### src/rtl/basys_input_reader.sv
// basys_input_reader: synchronized, debounced Basys switches/buttons exposed as four
// read-only memory-mapped registers with sticky press events and a saturating press count.
module basys_input_reader #(
  parameter int          N_SW            = 16,
  parameter int          N_BTN           = 4,
  parameter int          DEBOUNCE_CYCLES = 50000,
  parameter logic [31:0] BASE_ADDR       = 32'h0000_0100
) (
  input  logic             clk,
  input  logic             rst,
  input  logic [N_SW-1:0]  sw,
  input  logic [N_BTN-1:0] btn,
  input  logic [31:0]      Adr,
  input  logic             RdEn,
  output logic             Hit,
  output logic [31:0]      ReadData,
  output logic             irq
);
  localparam int N  = N_SW + N_BTN;
  localparam int CW = $clog2(DEBOUNCE_CYCLES);
  logic [N-1:0]     s1, s2, stable;
  logic [N_SW-1:0]  sw_st;
  logic [N_BTN-1:0] btn_st, btn_q, rise, ev, ev_clr, ev_next;
  logic [15:0]      presses;
  logic [16:0]      sum;
  logic [2:0]       pop;
  logic [1:0]       off;
  logic             rd;
  logic [31:0]      sel;
  logic             unused_adr;
  always_ff @(posedge clk or negedge rst)
    if (!rst) begin
      s1 <= '0;
      s2 <= '0;
    end else begin
      s1 <= {btn, sw};
      s2 <= s1;
    end
  for (genvar i = 0; i < N; i++) begin : g_db
    logic [CW-1:0] cnt;
    logic          stb;
    always_ff @(posedge clk or negedge rst)
      if (!rst) begin
        cnt <= '0;
        stb <= 1'b0;
      end else if (s2[i] == stb) cnt <= '0;
      else if (cnt == CW'(DEBOUNCE_CYCLES - 1)) begin
        stb <= s2[i];
        cnt <= '0;
      end else cnt <= cnt + CW'(1);
    assign stable[i] = stb;
  end
  assign sw_st      = stable[N_SW-1:0];
  assign btn_st     = stable[N-1:N_SW];
  assign rise       = btn_st & ~btn_q;
  assign Hit        = Adr[31:4] == BASE_ADDR[31:4];
  assign off        = Adr[3:2];
  assign rd         = RdEn & Hit;
  assign unused_adr = ^Adr[1:0];
  // A clearing read drops only the bits it returns; a press in the same cycle wins.
  assign ev_clr  = (rd && off == 2'd2) ? ev : '0;
  assign ev_next = (ev & ~ev_clr) | rise;
  always_comb begin
    pop = '0;
    for (int k = 0; k < N_BTN; k++) pop = pop + 3'(rise[k]);
  end
  assign sum = {1'b0, presses} + 17'(pop);
  assign sel = off == 2'd0 ? 32'(sw_st) :
               off == 2'd1 ? 32'(btn_st) :
               off == 2'd2 ? 32'(ev) : {16'b0, presses};
  always_ff @(posedge clk or negedge rst)
    if (!rst) begin
      btn_q    <= '0;
      ev       <= '0;
      presses  <= '0;
      ReadData <= '0;
      irq      <= 1'b0;
    end else begin
      btn_q <= btn_st;
      ev    <= ev_next;
      irq   <= |ev_next;
      if (|rise) presses <= sum[16] ? 16'hFFFF : sum[15:0];
      if (rd) ReadData <= sel;
    end
endmodule

### config.mk
export PLATFORM = sky130hd
export DESIGN_NAME = basys_input_reader
export DESIGN_NICKNAME = d
export VERILOG_FILES = /design/src/rtl/basys_input_reader.sv
export SDC_FILE = /design/constraint.sdc
export NUM_CORES = 1
export LEC_CHECK = 0
export ABC_AREA = 1
export BUFFER_PORTS_ARGS = -buffer_cell sky130_fd_sc_hd__buf_4
export CORE_ASPECT_RATIO = 1.25
export CORE_UTILIZATION = 50
export CTS_CLUSTER_SIZE = 28
export DETAILED_ROUTE_END_ITERATION = 8
export GPL_TIMING_DRIVEN = 0
export HOLD_SLACK_MARGIN = 0.1
export PLACE_DENSITY = 0.77
export RECOVER_POWER = 50
export SETUP_SLACK_MARGIN = 0.15
export SYNTH_ARGS = -nofsm -noshare
export SYNTH_HDL_FRONTEND = slang
export SYNTH_SLANG_ARGS = --single-unit
### constraint.sdc
create_clock -name clk -period 4.82 [get_ports clk]
set_clock_uncertainty 0.2 [all_clocks]
set_input_delay 0.482 -clock clk [delete_from_list [all_inputs] [get_ports clk]]
set_output_delay 0.482 -clock clk [all_outputs]
set_load 0.02 [all_outputs]
Word level (Yosys, flattened, before mapping)
Index checks and enable logic that the tools add are counted.

word-level totals
  bits in registers = 437
  input port bits = 55
  output and inout bits = 34
  logic and storage cells = 209

operators by class
  add/subtract/negate cells = 24
  eq/ne operators = 43
  muxes and demuxes = 45
  bitwise operators = 26
  reduce and logical (&&, ||, !) cells = 24

operators with widths
  cell                   count
  $mux 16                44
  $add 16x1->16 const B  20
  $eq 16x16->1 const B   20
  $reduce_and 2->1       20
  $eq 28x5->1 const B    1
  $eq 1x1->1             20
  $not 1->1              20
  $add 16x3->17          1
  $and 4x4->4            2
  $not 4->4              2
  $reduce_or 4->1        2
  $mux 4                 1
  $or 4x4->4             1
  $add 2x1->3            1
  $add 3x1->3            1
  $add 1x1->2            1
  $eq 2x1->1 const B     1
  $eq 2x2->1 const B     1
  $logic_not 2->1        1
  $and 1x1->1            1
  $logic_and 1x1->1      1

Depth between registers and ports, before layout
Gate-level depths: netlist of the first run.

  word-level depth = 8
  mapped depth = 13
  depth with buffers taken out = 13

Worst setup path after synthesis of the first run
Ideal clock, no wire load.

  kind = register to register
  start = register g_db[17].stb
  end = register presses[10]
  setup time = 129 ps
  arrival = 2541 ps
  data required time = 4491 ps
  setup slack = 1950 ps
  stages on the path, launching flop included = 14
  path buffers = 0
  period minus slack after synthesis = 2870 ps
  cell sequence = dfrtp_1 inv_1 or2_2 fa_1 fa_1 inv_1 fa_1 nand3_1 inv_1 nand4_1 nor2_1 nand3_1 a21boi_0 o21ai_0

on the way
  word-level cells in the longest chain between the ends = 6
  elaborated cells on any way between the ends = 7
  classes of those cells = add/sub (4); mux (1); bitwise (1); reduce/logical (1)

ends and longest elaborated chain
  what                    line  RTL
  from (decl)             41    logic stb;
  from (signal assigned)  48    stb <= s2[i];
  $and 4x4->4 *           55    assign rise = btn_st & ~btn_q;
  $add 1x1->2             65    for (int k = 0; k < N_BTN; k++) pop = pop + 3'(rise[k]);
  $add 2x1->3             65
  $add 3x1->3             65
  $add 16x3->17           67    assign sum = {1'b0, presses} + 17'(pop);
  $mux 16                 82    if (|rise) presses <= sum[16] ? 16'hFFFF : sum[15:0];
  to (signal assigned)    82
  to (decl)               24    logic [15:0] presses;

Mark *: on every way between the ends. The rest lies on a longest branch, timed or not.
A chain may end at the register's enable or synchronous reset.

Worst setup path after layout of the first run
  start = register g_db[17].stb
  end = register presses[7]

Same word-level chain as after synthesis.

==> key figures, run 1 <==
Synthesis
  • Post-synth top flop: dfrtp_1
  • Syn avg cell area: 8.52 µm²
  • Gate Count Post-Synth: 2,410
  • Fraction of registers with async set/reset: 100%
  • #FFs+latches synth: 421
  • Sequential fraction of the synthesis area: 51.3%
  • Post-synth EDFFs: 0
  • Netlist Area Pre-Place: 20,500 µm²
  • Syn. warnings: 0
  • Post-synth cell types: 53

CTS
  • Post-CTS Setup Inserts: 0
  • CTS tree: done
  • Hold_buf cts: 21
  • Root Buffer: clkbuf_16
  • Num Clock Sinks: 421
  • Clock Latency Late Sink: 570 ps
  • CTS Buf Count: 42
  • Clock transition at path regs: 60 ps
  • Number of H-tree levels: 2
  • CTS Buffer Depth: 3
  • CTS resizes: 0

Final layout
  • Layout fillers: 3,464
  • P&R area growth vs syn: 13.8%
  • Final Net Count: 2,643
  • Commonest non-fill, non-tap cell in the layout: nor2_1
  • Most frequent cells in the layout: nor2_1 (428), nand2_1 (422), dfrtp_1 (421)
  • ANT cells: 0
  • Share of layout cells above drive strength 1: 9.95%
  • Fin util: 58.0%

Setup path
  • Setup crit end kind: flop
  • RR Startpoint: g_db[17].stb
  • CP max FO: 10
  • Worst Path Required: 5090 ps
  • Worst EP arrival: 3610 ps
  • Kind of critical path: flop to flop
  • CP startpoint kind: flop
  • Crit path from: g_db[17].stb

Drt
  • Met2 WL: 20,900 µm
  • Initial drt markers: 958
  • Drt drc: 0
  • Final wirelength: 41,200 µm
  • Drt pass-1 iters: 7
  • Antenna-violating nets left: 0
  • M1 wire length: 17,600 µm
  • Vias: 16,200
  • Met3 wire length: 1590 µm
  • WL/cell: 13.1 µm
  • Top routing layer used: met4
  • Vias per cell: 5.18

Global route
  • First-pass GRT wire length: 72,000 µm
  • All-Layer GR Usage: 20.4%
  • Vias in the first global route: 16,300
  • Initial antenna violation count: 0
  • Overflow after GRT: 0
  • Largest net degree at the start of global routing: 127

Run
  • # Max-Cap Violations: 0

Min path
  • Hold crit path type: flop to flop
  • Worst hold start: s1[6]

Power and ir drop
  • Comb power frac: 4.1%
  • Sw Share: 21.9%
  • Leak: 10.5 nW
  • Clock power share: 45.8%
  • Pint: 5.66 mW
  • P per Cell Area: 310 nW/µm²
  • Max IR drop VDD: 0.000339 V
  • Sequential power share: 50.0%
  • Psw: 1.59 mW

Place
  • Port Buf Inserts: 70
  • Final HPWL DP: 29,200 µm
  • GPL Wtd Cong: 0.906

Timing
  • Final min period: 3340 ps
  • Final hold violation count: 0
  • Fmax: 0.299 GHz
  • Period utilization: 69.3%
  • Setup TNS: 0 ps
  • Slew headroom: 45.2%
  • Fin Hold WS: 145 ps
  • Final-report setup violation count: 0
  • RSZ-0062 raised after global routing: false
  • Max Slew Vio Count: 0
  • Worst-margin pin slew: 820 ps

Floorplanning
  • Initial Util: 50.9%
  • DIE WIDTH: 183 µm
  • Die H: 229 µm
  • Core area: 40,300 µm²
  • I/O pins: 89
  • Cell row count: 82
  • Die area: 41,900 µm²

Outcome
  • Status: complete, no violations
## logic make-up after synthesis
family          share of synthesized area [%]
compound gates                           5.23
simple gates                             30.4
flops                                    51.3
xor+xnor                                 4.56
other cells                            0.0183
fa+ha+maj                                1.63
buf+inv                                  6.55
mux                                     0.274
## metrics by stage
step	total power [mW]	setup WS, ps	cell area (µm²)	cells
floorplan	3.83	1950	20600	2425
CTS	7.34	1460	23500	3138
global route	7.52	1290	23400	3138
finish	7.25	1480	23400	3138
global placement	3.96	-1090	21800	3041
detailed placement	3.99	1550	21900	3044
## layout make-up
| cell class | count | area [µm²] | share of cell area [%] |
|---|---|---|---|
| well taps | 546 | 683 | 2.92 |
| inverters | 303 | 1140 | 4.87 |
| multi-input cells | 1670 | 8610 | 36.8 |
| clock buffers | 59 | 1200 | 5.15 |
| flip-flops and latches | 421 | 10500 | 45.1 |
| repair buffers | 94 | 811 | 3.47 |
| clock inverters | 14 | 198 | 0.846 |
| plain buffers | 31 | 201 | 0.862 |
## power groups by stage
stage          combinational [mW]  clock (mW)  sequential, mW
2_1_floorplan               0.146           0            3.68
3_5_place_dp                0.293           0            3.69
6_report                    0.298        3.32            3.63
4_1_cts                     0.308        3.40            3.63
5_1_grt                     0.345        3.55            3.63
3_3_place_gp                0.274           0            3.69
## state kept, by name (all words and copies together) (netlist names)
name / count
ReadData: 16
btn_q: 4
ev: 4
g_db.cnt: 320
g_db.stb: 20
irq: 1
presses: 16
s1: 20
s2: 20
## synth_stat cells (all sizes together), types with 30 or more instances
| cell type | count | area [µm²] |
|---|---|---|
| nand3 | 131 | 681 |
| nand2 | 435 | 1670 |
| dfrtp | 421 | 10500 |
| nor3 | 129 | 816 |
| nor4 | 43 | 300 |
| nor2 | 447 | 1790 |
| a21oi | 88 | 448 |
| xor2 | 91 | 797 |
| a31oi | 30 | 188 |
| nor3b | 47 | 379 |
| inv | 303 | 1140 |
| o21ai | 41 | 205 |
| nand4 | 56 | 363 |
## metal layers
metal	vias to the layer above	track usage, %
met5	-	0
met4	0	7.16
met2	280	36.4
li1	8096	-
met1	7792	24.7
met3	76	3.23
## final timing paths
| path | endpoint | slack (ps) | cells past startpoint |
|---|---|---|---|
| setup reg to reg | presses[7] | 1480 | 13 |
| setup / recovery | presses[7] | 1480 | 13 |
| max in group asynchronous | g_db[14].cnt[7] | 3140 | 3 |
| min in group asynchronous | g_db[17].cnt[9] | 250 | 2 |
| hold / removal | s2[6] | 150 | 0 |
| hold reg to reg | s2[6] | 150 | 0 |
## critical path, stage by stage, from the launching register on
cell and delay (ps):
dfrtp_1 400, inv_1 120, or2_2 350, fa_1 490, fa_1 410, inv_1 100
fa_1 230, nand3_1 90, inv_1 110, nand4_1 120, nor2_1 150, nand2_1 160
buf_2 240, nand3_1 110
Note: power is estimated with default switching activity, not from simulation.
==> run 2: changes to the inputs <==
--- a/config.mk
+++ b/config.mk
@@ -13,7 +13,7 @@
 export DETAILED_ROUTE_END_ITERATION = 8
 export GPL_TIMING_DRIVEN = 0
 export HOLD_SLACK_MARGIN = 0.1
-export PLACE_DENSITY = 0.77
+export PLACE_DENSITY = 0.79
 export RECOVER_POWER = 50
 export SETUP_SLACK_MARGIN = 0.15
 export SYNTH_ARGS = -nofsm -noshare
==> constraint.sdc (replaced) <==
create_clock -name clk -period 2.7 [get_ports clk]
set_clock_uncertainty 0.2 [all_clocks]
set_input_delay 0.27 -clock clk [delete_from_list [all_inputs] [get_ports clk]]
set_output_delay 0.27 -clock clk [all_outputs]
set_load 0.02 [all_outputs]
==> run 2 against run 1 <==
Worst setup slack got worse by 1700 ps. Critical endpoint is now presses[10]. Highest routed layer unchanged. Routed wire length rose by 1.7%. Core utilization rose by 1.2 points. Via count rose by 1.6%. The flow now finishes with violations (negative setup slack). Critical path type unchanged. Die area did not move. Largest cell class unchanged. Combinational power rose by 84%.
==> key figures, run 2 (synthesis results as in run 1) <==
Outcome
  • Status: finished, violations left
  • Violated checks: negative setup slack

CTS
  • CTS Buffer Depth: 3 (unchanged)
  • CTS tree: done
  • Root Buffer: clkbuf_16
  • Clock transition at path regs: 60 ps (about the same)
  • Num Clock Sinks: 421 (unchanged)
  • Number of H-tree levels: 2 (unchanged)
  • Clock Latency Late Sink: 560 ps (about the same)
  • CTS Buf Count: 43 (+2.4%)

Final layout
  • Fin util: 59.2% (+1.2 points)
  • Final instance area: 23,900 µm² (+2.0%)
  • Most frequent cells in the layout: dfrtp_1 (420), nand2_1 (416), nor2_1 (415)
  • P&R area growth vs syn: 16.1%
  • Max FFs per register: 320 (unchanged)
  • Final Net Count: 2,661 (+0.68%)
  • Non-filler cells, final: 3,162 (+0.76%)
  • Share of layout cells above drive strength 1: 12.3% (+2.3 points)
  • Largest register by flop count: g_db.cnt
  • Commonest non-fill, non-tap cell in the layout: dfrtp_1

Timing
  • Final WS setup: -267 ps (-1740 ps)
  • Fin Hold WS: 145 ps (-0.594 ps)
  • Final-report setup violation count: 16 (+16)
  • Period utilization: 110% (+41 points)
  • Setup TNS: -3570 ps (-3570 ps)
  • Final min period: 2970 ps (-375 ps)
  • Slew headroom: 55.4% (+10 points)
  • Final hold violation count: 0 (unchanged)
  • RSZ-0062 raised after global routing: true
  • Worst-margin pin slew: 663 ps (-157 ps)
  • Max Slew Vio Count: 0 (unchanged)
  • Fmax: 0.337 GHz (+13%)

Power and ir drop
  • Comb power frac: 4.2% (about the same)
  • P per Cell Area: 553 nW/µm² (+78%)
  • Psw: 2.86 mW (+80%)
  • Tot Pwr: 13.2 mW (+82%)
  • Sequential power share: 49.1% (-0.9 points)
  • Pint: 10.3 mW (+83%)
  • Leak: 10.7 nW (+2.5%)
  • Max IR drop VDD: 0.000421 V (+24%)
  • Clock power share: 46.7% (+0.9 points)
  • Sw Share: 21.7% (-0.27 points)

Drt
  • Antenna-violating nets left: 0 (unchanged)
  • Drt pass-1 iters: 6 (-1)
  • Vias per cell: 5.22 (+0.79%)
  • Final wirelength: 41,900 µm (+1.7%)
  • Vias: 16,500 (+1.6%)
  • Initial drt markers: 1,007 (+5.1%)
  • WL/cell: 13.2 µm (+0.89%)
  • Drt drc: 0 (unchanged)

Global route
  • Largest net degree at the start of global routing: 121 (-4.7%)
  • Overflow after GRT: 0 (unchanged)
  • Vias in the first global route: 16,500 (+1.3%)
  • M2 GR Usage: 36.9% (+0.53 points)
  • Met1 usage: 25.4% (+0.73 points)
  • Met3 usage: 3.12% (-0.11 points)
  • All-Layer GR Usage: 20.7% (+0.35 points)
  • First-pass GRT wire length: 73,500 µm (+2.2%)
  • Initial antenna violation count: 1 (+1)
  • Most used routing layer: met2

Min path
  • Hold crit path type: flop to flop
  • Hold path depth: 0 (unchanged)

Setup path
  • CP startpoint kind: flop
  • CP max FO: 2 (-8)
  • Setup crit end kind: flop
  • Critical path's slowest cell: fa_1
  • Cell mode on critical path: inv_2
  • Path depth of the worst reg2reg path: 13 (unchanged)
  • Max incr delay on CP: 460 ps (-30 ps)
  • Worst EP arrival: 3210 ps (-400 ps)
  • Crit-path cells: inv_2 -> or2_4 -> fa_1 -> fa_2 -> inv_2 -> fa_2 -> nand3_2 -> inv_2 -> nand4_1 -> nor2_2 -> nand3_1 -> a21boi_1 -> o21ai_1
  • Worst Path Required: 2940 ps (-2150 ps)
  • Kind of critical path: flop to flop

Floorplanning
  • DIE WIDTH: 183 µm (unchanged)
  • Die area: 41,900 µm² (unchanged)
  • Core area: 40,300 µm² (unchanged)
  • Die H: 229 µm (unchanged)
  • Cell row count: 82 (unchanged)
  • Initial Util: 50.9% (unchanged)
  • I/O pins: 89 (unchanged)

Place
  • Placed Instances: 3,045 (+0.033%)
  • Setup Slack @ Placement: -322 ps (-1870 ps)
  • Post-DP Area: 22,000 µm² (+0.37%)
  • Final HPWL DP: 29,600 µm (+1.4%)
  • Port Buf Inserts: 70 (unchanged)
  • GPL Wtd Cong: 0.901 (-0.55%)

Run
  • # Max-Cap Violations: 0 (unchanged)
[run 2: changes by cell type in the layout (fill, tap and decap cells not counted), sizes merged]
cell	change
dlygate4sd3	+6
clkinv	+4
diode	+1
bufinv	+2
inv	-2
buf	+16
clkbuf	-3
[run 2: routing by layer]
| layer | vias up | routed length, µm |
|---|---|---|
| met2 | 323 | 21400 |
| met1 | 7923 | 17700 |
| li1 | 8162 | - |
| met4 | 0 | 1020 |
| met3 | 90 | 1700 |
| met5 | - | 0 |
[run 2: area by class of cell]
type,count,area (µm²)
Fill cell,3382,16500
Antenna cell,1,2.50
Clock inverter,18,264
Inverter,303,1140
Buffer,31,218
Clock buffer,61,1210
Sequential cell,421,10500
Multi-Input combinational cell,1670,8790
Timing Repair Buffer,111,1000
Tap cell,546,683
[run 2: final timing paths]
check                        startpoint             end  slack, ps
max                        g_db[17].stb     presses[10]       -270
min                               s1[1]           s2[1]        140
max reg2reg                g_db[17].stb     presses[10]       -270
min reg2reg                       s1[1]           s2[1]        140
max in group asynchronous           rst    g_db[16].stb        450
min in group asynchronous           rst  g_db[6].cnt[3]        560
[run 2: repair_timing]
item | CTS | global route
cloned | 0 | 1
buffers inserted | 7 | 2
pin swaps | 9 | 2
resized for setup | 7 | 6
hold endpoints to repair | 284 | 0
setup endpoints to repair | 16 | 16
hold buffers | 27 | 0
[run 2: power by group through the flow]
stage	sequential, mW	clock [mW]	combinational [mW]
4_1_cts	6.48	6.32	0.566
5_1_grt	6.49	6.57	0.636
2_1_floorplan	6.58	0	0.261
6_report	6.48	6.17	0.548
3_3_place_gp	6.59	0	0.487
3_5_place_dp	6.59	0	0.527
[run 2: critical path, delay by kind of cell, from the launching register on]
family | cells | cell delay [ps]
AOI/OAI and AO/OA | 2 | 220
DFF | 1 | 380
buffers and inverters | 3 | 200
and+or+nand+nor | 5 | 810
adders and majority gates | 3 | 1050
==> run 3: changes to the inputs <==
--- a/config.mk
+++ b/config.mk
@@ -5,7 +5,7 @@
 export SDC_FILE = /design/constraint.sdc
 export NUM_CORES = 1
 export LEC_CHECK = 0
-export ABC_AREA = 1
+export ABC_AREA = 0
 export BUFFER_PORTS_ARGS = -buffer_cell sky130_fd_sc_hd__buf_4
 export CORE_ASPECT_RATIO = 1.25
 export CORE_UTILIZATION = 50
@@ -13,7 +13,7 @@
 export DETAILED_ROUTE_END_ITERATION = 8
 export GPL_TIMING_DRIVEN = 0
 export HOLD_SLACK_MARGIN = 0.1
-export PLACE_DENSITY = 0.79
+export PLACE_DENSITY = 0.8
 export RECOVER_POWER = 50
 export SETUP_SLACK_MARGIN = 0.15
 export SYNTH_ARGS = -nofsm -noshare
==> run 3 against run 2 <==
The run ends with max-capacitance violations, max-slew violations, negative setup slack left. Sequential power about the same. Via count fell by 13%. Synthesized cell count shrank 22%. Register-to-register slack worse by 20 ps. Worst setup slack lost 19 ps. Sequential share of layout area is 1.8 points higher. Largest cell class unchanged.
==> key figures, run 3 <==
Final layout
  • FF+latch area: 10,500 µm² (about the same)
  • Non-filler cells, final: 2,588 (-18%)
  • Area of the multi-input gates: 8880 µm² (+1.0%)
  • Largest register by flop count: g_db.cnt
  • Fin util: 58.5% (-0.69 points)
  • Layout fillers: 3,128 (-7.5%)
  • Final Net Count: 2,137 (-20%)
  • Most frequent cells in the layout: dfrtp_1 (418), nor2_1 (345), xnor2_1 (194)
  • Commonest non-fill, non-tap cell in the layout: dfrtp_1
  • Final instance area: 22,900 µm² (-3.9%)
  • Share of layout cells above drive strength 1: 11.0% (-1.3 points)
  • P&R area growth vs syn: 15.2%
  • Max FFs per register: 320 (unchanged)
  • ANT cells: 0 (-1)

Drt
  • Vias: 14,400 (-13%)
  • Drt pass-1 iters: 7 (+1)
  • Initial drt markers: 800 (-21%)
  • Drt drc: 0 (unchanged)
  • Final wirelength: 39,700 µm (-5.1%)
  • Vias per cell: 5.55 (+6.5%)
  • WL/cell: 15.3 µm (+16%)
  • Antenna-violating nets left: 0 (unchanged)

Synthesis
  • Syn. warnings: 0 (unchanged)
  • Post-synth cell types: 59 (+11%)
  • Sequential fraction of the synthesis area: 52.9% (+1.6 points)
  • Syn avg cell area: 10.5 µm² (+24%)
  • Top-count cell post-synth: dfrtp_1
  • Commonest cells post-synth: dfrtp_1 (421), nor2_1 (345), xnor2_1 (194), nand3_1 (132), xor2_1 (99)
  • Area leader, netlist: dfrtp_1
  • Post-synth top flop: dfrtp_1
  • Fraction of registers with async set/reset: 100% (unchanged)
  • Gate Count Post-Synth: 1,891 (-22%)
  • Largest cells by area after synthesis: dfrtp_1 (53%), xnor2_1 (8.5%), nor2_1 (6.5%)
  • #FFs+latches synth: 421 (unchanged)
  • Post-synth EDFFs: 0 (unchanged)
  • Netlist Area Pre-Place: 19,900 µm² (-3.1%)
  • Share of the synthesized area in the top cell type: 52.9% (+1.6 points)

Global route
  • Overflow after GRT: 0 (unchanged)
  • Vias in the first global route: 14,800 (-11%)
  • First-pass GRT wire length: 68,400 µm (-7.0%)
  • All-Layer GR Usage: 20.1% (-0.64 points)
  • Initial antenna violation count: 0 (-1)
  • Largest net degree at the start of global routing: 120 (-0.83%)

Timing
  • Fin Hold WS: 141 ps (-4.22 ps)
  • Final WS setup: -287 ps (-19.4 ps)
  • Max Slew Vio Count: 119 (+119)
  • Final min period: 2990 ps (+19.4 ps)
  • Worst-margin pin slew: 1620 ps (+957 ps)
  • Slew headroom: -8.00% (-63 points)
  • Fmax: 0.335 GHz (-0.65%)
  • Final hold violation count: 0 (unchanged)
  • RSZ-0062 raised after global routing: true
  • Period utilization: 111% (+0.72 points)
  • Final-report setup violation count: 16 (unchanged)
  • Setup TNS: -3390 ps (+178 ps)

CTS
  • CTS Buffer Depth: 3 (unchanged)
  • Root Buffer: clkbuf_16
  • CTS Buf Count: 42 (-2.3%)
  • Num Clock Sinks: 421 (unchanged)
  • Clock transition at path regs: 60 ps (about the same)
  • Number of H-tree levels: 2 (unchanged)
  • Clock Latency Late Sink: 550 ps (about the same)
  • CTS tree: done

Setup path
  • Worst Path Required: 2960 ps (+20 ps)
  • CP startpoint kind: flop
  • Path depth of the worst reg2reg path: 12 (-1)
  • Worst EP arrival: 3240 ps (+30 ps)
  • Kind of critical path: flop to flop
  • RR Startpoint: btn_q[3]
  • Setup slack, reg-to-reg: -290 ps (-20 ps)
  • Setup crit end kind: flop
  • CP max FO: 5 (+3)
  • Reg-to-reg endpoint: presses[14]

Min path
  • Hold path depth: 5 (+5)
  • Worst hold start: Adr[30]
  • Hold crit path type: input port to flop
  • Hold endpoint: ReadData[4]

Power and ir drop
  • Tot Pwr: 13.2 mW (-0.20%)
  • Max IR drop VDD: 0.000384 V (-8.8%)
  • Leak: 9.69 nW (-9.8%)
  • P per Cell Area: 574 nW/µm² (+3.8%)

Place
  • Post-DP Area: 21,300 µm² (-3.2%)
  • Placed Instances: 2,476 (-19%)
  • Final HPWL DP: 26,500 µm (-10%)
  • GPL Wtd Cong: 0.866 (-3.9%)
  • Port Buf Inserts: 69 (-1.4%)
  • Setup Slack @ Placement: -670 ps (-348 ps)

Floorplanning
  • I/O pins: 89 (unchanged)
  • Cell row count: 81 (-1.2%)
  • DIE WIDTH: 180 µm (-1.5%)
  • Initial Util: 50.8% (-0.18 points)
  • Die H: 225 µm (-1.5%)
  • Die area: 40,600 µm² (-3.0%)
  • Core area: 39,200 µm² (-2.7%)

Outcome
  • Status: finished, violations left
  • Violated checks: max-capacitance violations, max-slew violations, negative setup slack

Run
  • # Max-Cap Violations: 1 (+1)
run 3: worst max-delay path, cell delays in order, from the launching register on:
cell,delay [ps]
dfrtp_1,360
nand2b_4,140
buf_8,110
fa_1,460
fa_2,380
inv_2,70
fa_2,200
nand4_1,140
a311oi_4,250
buf_6,170
buf_4,120
a31oi_1,90
a41oi_1,210
run 3: logic make-up (layout without fill, tap and decap cells):
| group | after synthesis | after routing | share of synthesized area, % |
|---|---|---|---|
| mux | 42 | 42 | 2.79 |
| other cells | 1 | 16 | 0.0188 |
| fa+ha+maj | 25 | 25 | 1.68 |
| flops | 421 | 421 | 52.9 |
| simple gates | 937 | 937 | 24.1 |
| compound gates | 64 | 64 | 3.20 |
| buf+inv | 108 | 292 | 2.43 |
| xor+xnor | 293 | 293 | 12.9 |
run 3: layer usage:
metal,wire length (µm),vias up,track usage [%]
met4,1330,0,8.35
met2,20400,272,36.0
met1,16700,7105,24.2
met5,0,-,0
li1,-,6901,-
met3,1250,97,2.78
run 3: layout make-up:
| cell class | count | share of cell area [%] |
|---|---|---|
| plain buffers | 57 | 1.41 |
| clock buffers | 63 | 5.69 |
| clock inverters | 14 | 0.819 |
| inverters | 51 | 0.835 |
| multi-input cells | 1377 | 38.7 |
| flip-flops and latches | 421 | 46.0 |
| well taps | 498 | 2.72 |
| repair buffers | 107 | 3.83 |
run 3: repair_timing:
action	4_1_cts	5_1_grt
gates cloned	1	0
setup endpoints to repair	16	17
gates resized for setup	16	6
setup buffers	8	1
hold buffers	25	0
hold endpoints to repair	144	0
pin swaps	3	0
run 3: how the worst max path moves through the flow:
stage	end	depth (start not counted)	from
final	presses[14]	12	btn_q[3]
after global placement	g_db[6].cnt[6]	1	rst
after floorplan	presses[12]	10	g_db[19].stb
after global routing	presses[14]	12	btn_q[3]
after CTS	presses[12]	11	btn_q[3]
after detailed placement	presses[11]	10	g_db[16].stb
run 3: power by group:
part | leakage [nW] | internal (mW) | switching (mW)
clock | 0.737 | 3.73 | 2.43
combinational | 3.24 | 0.191 | 0.313
sequential | 5.71 | 6.41 | 0.0953
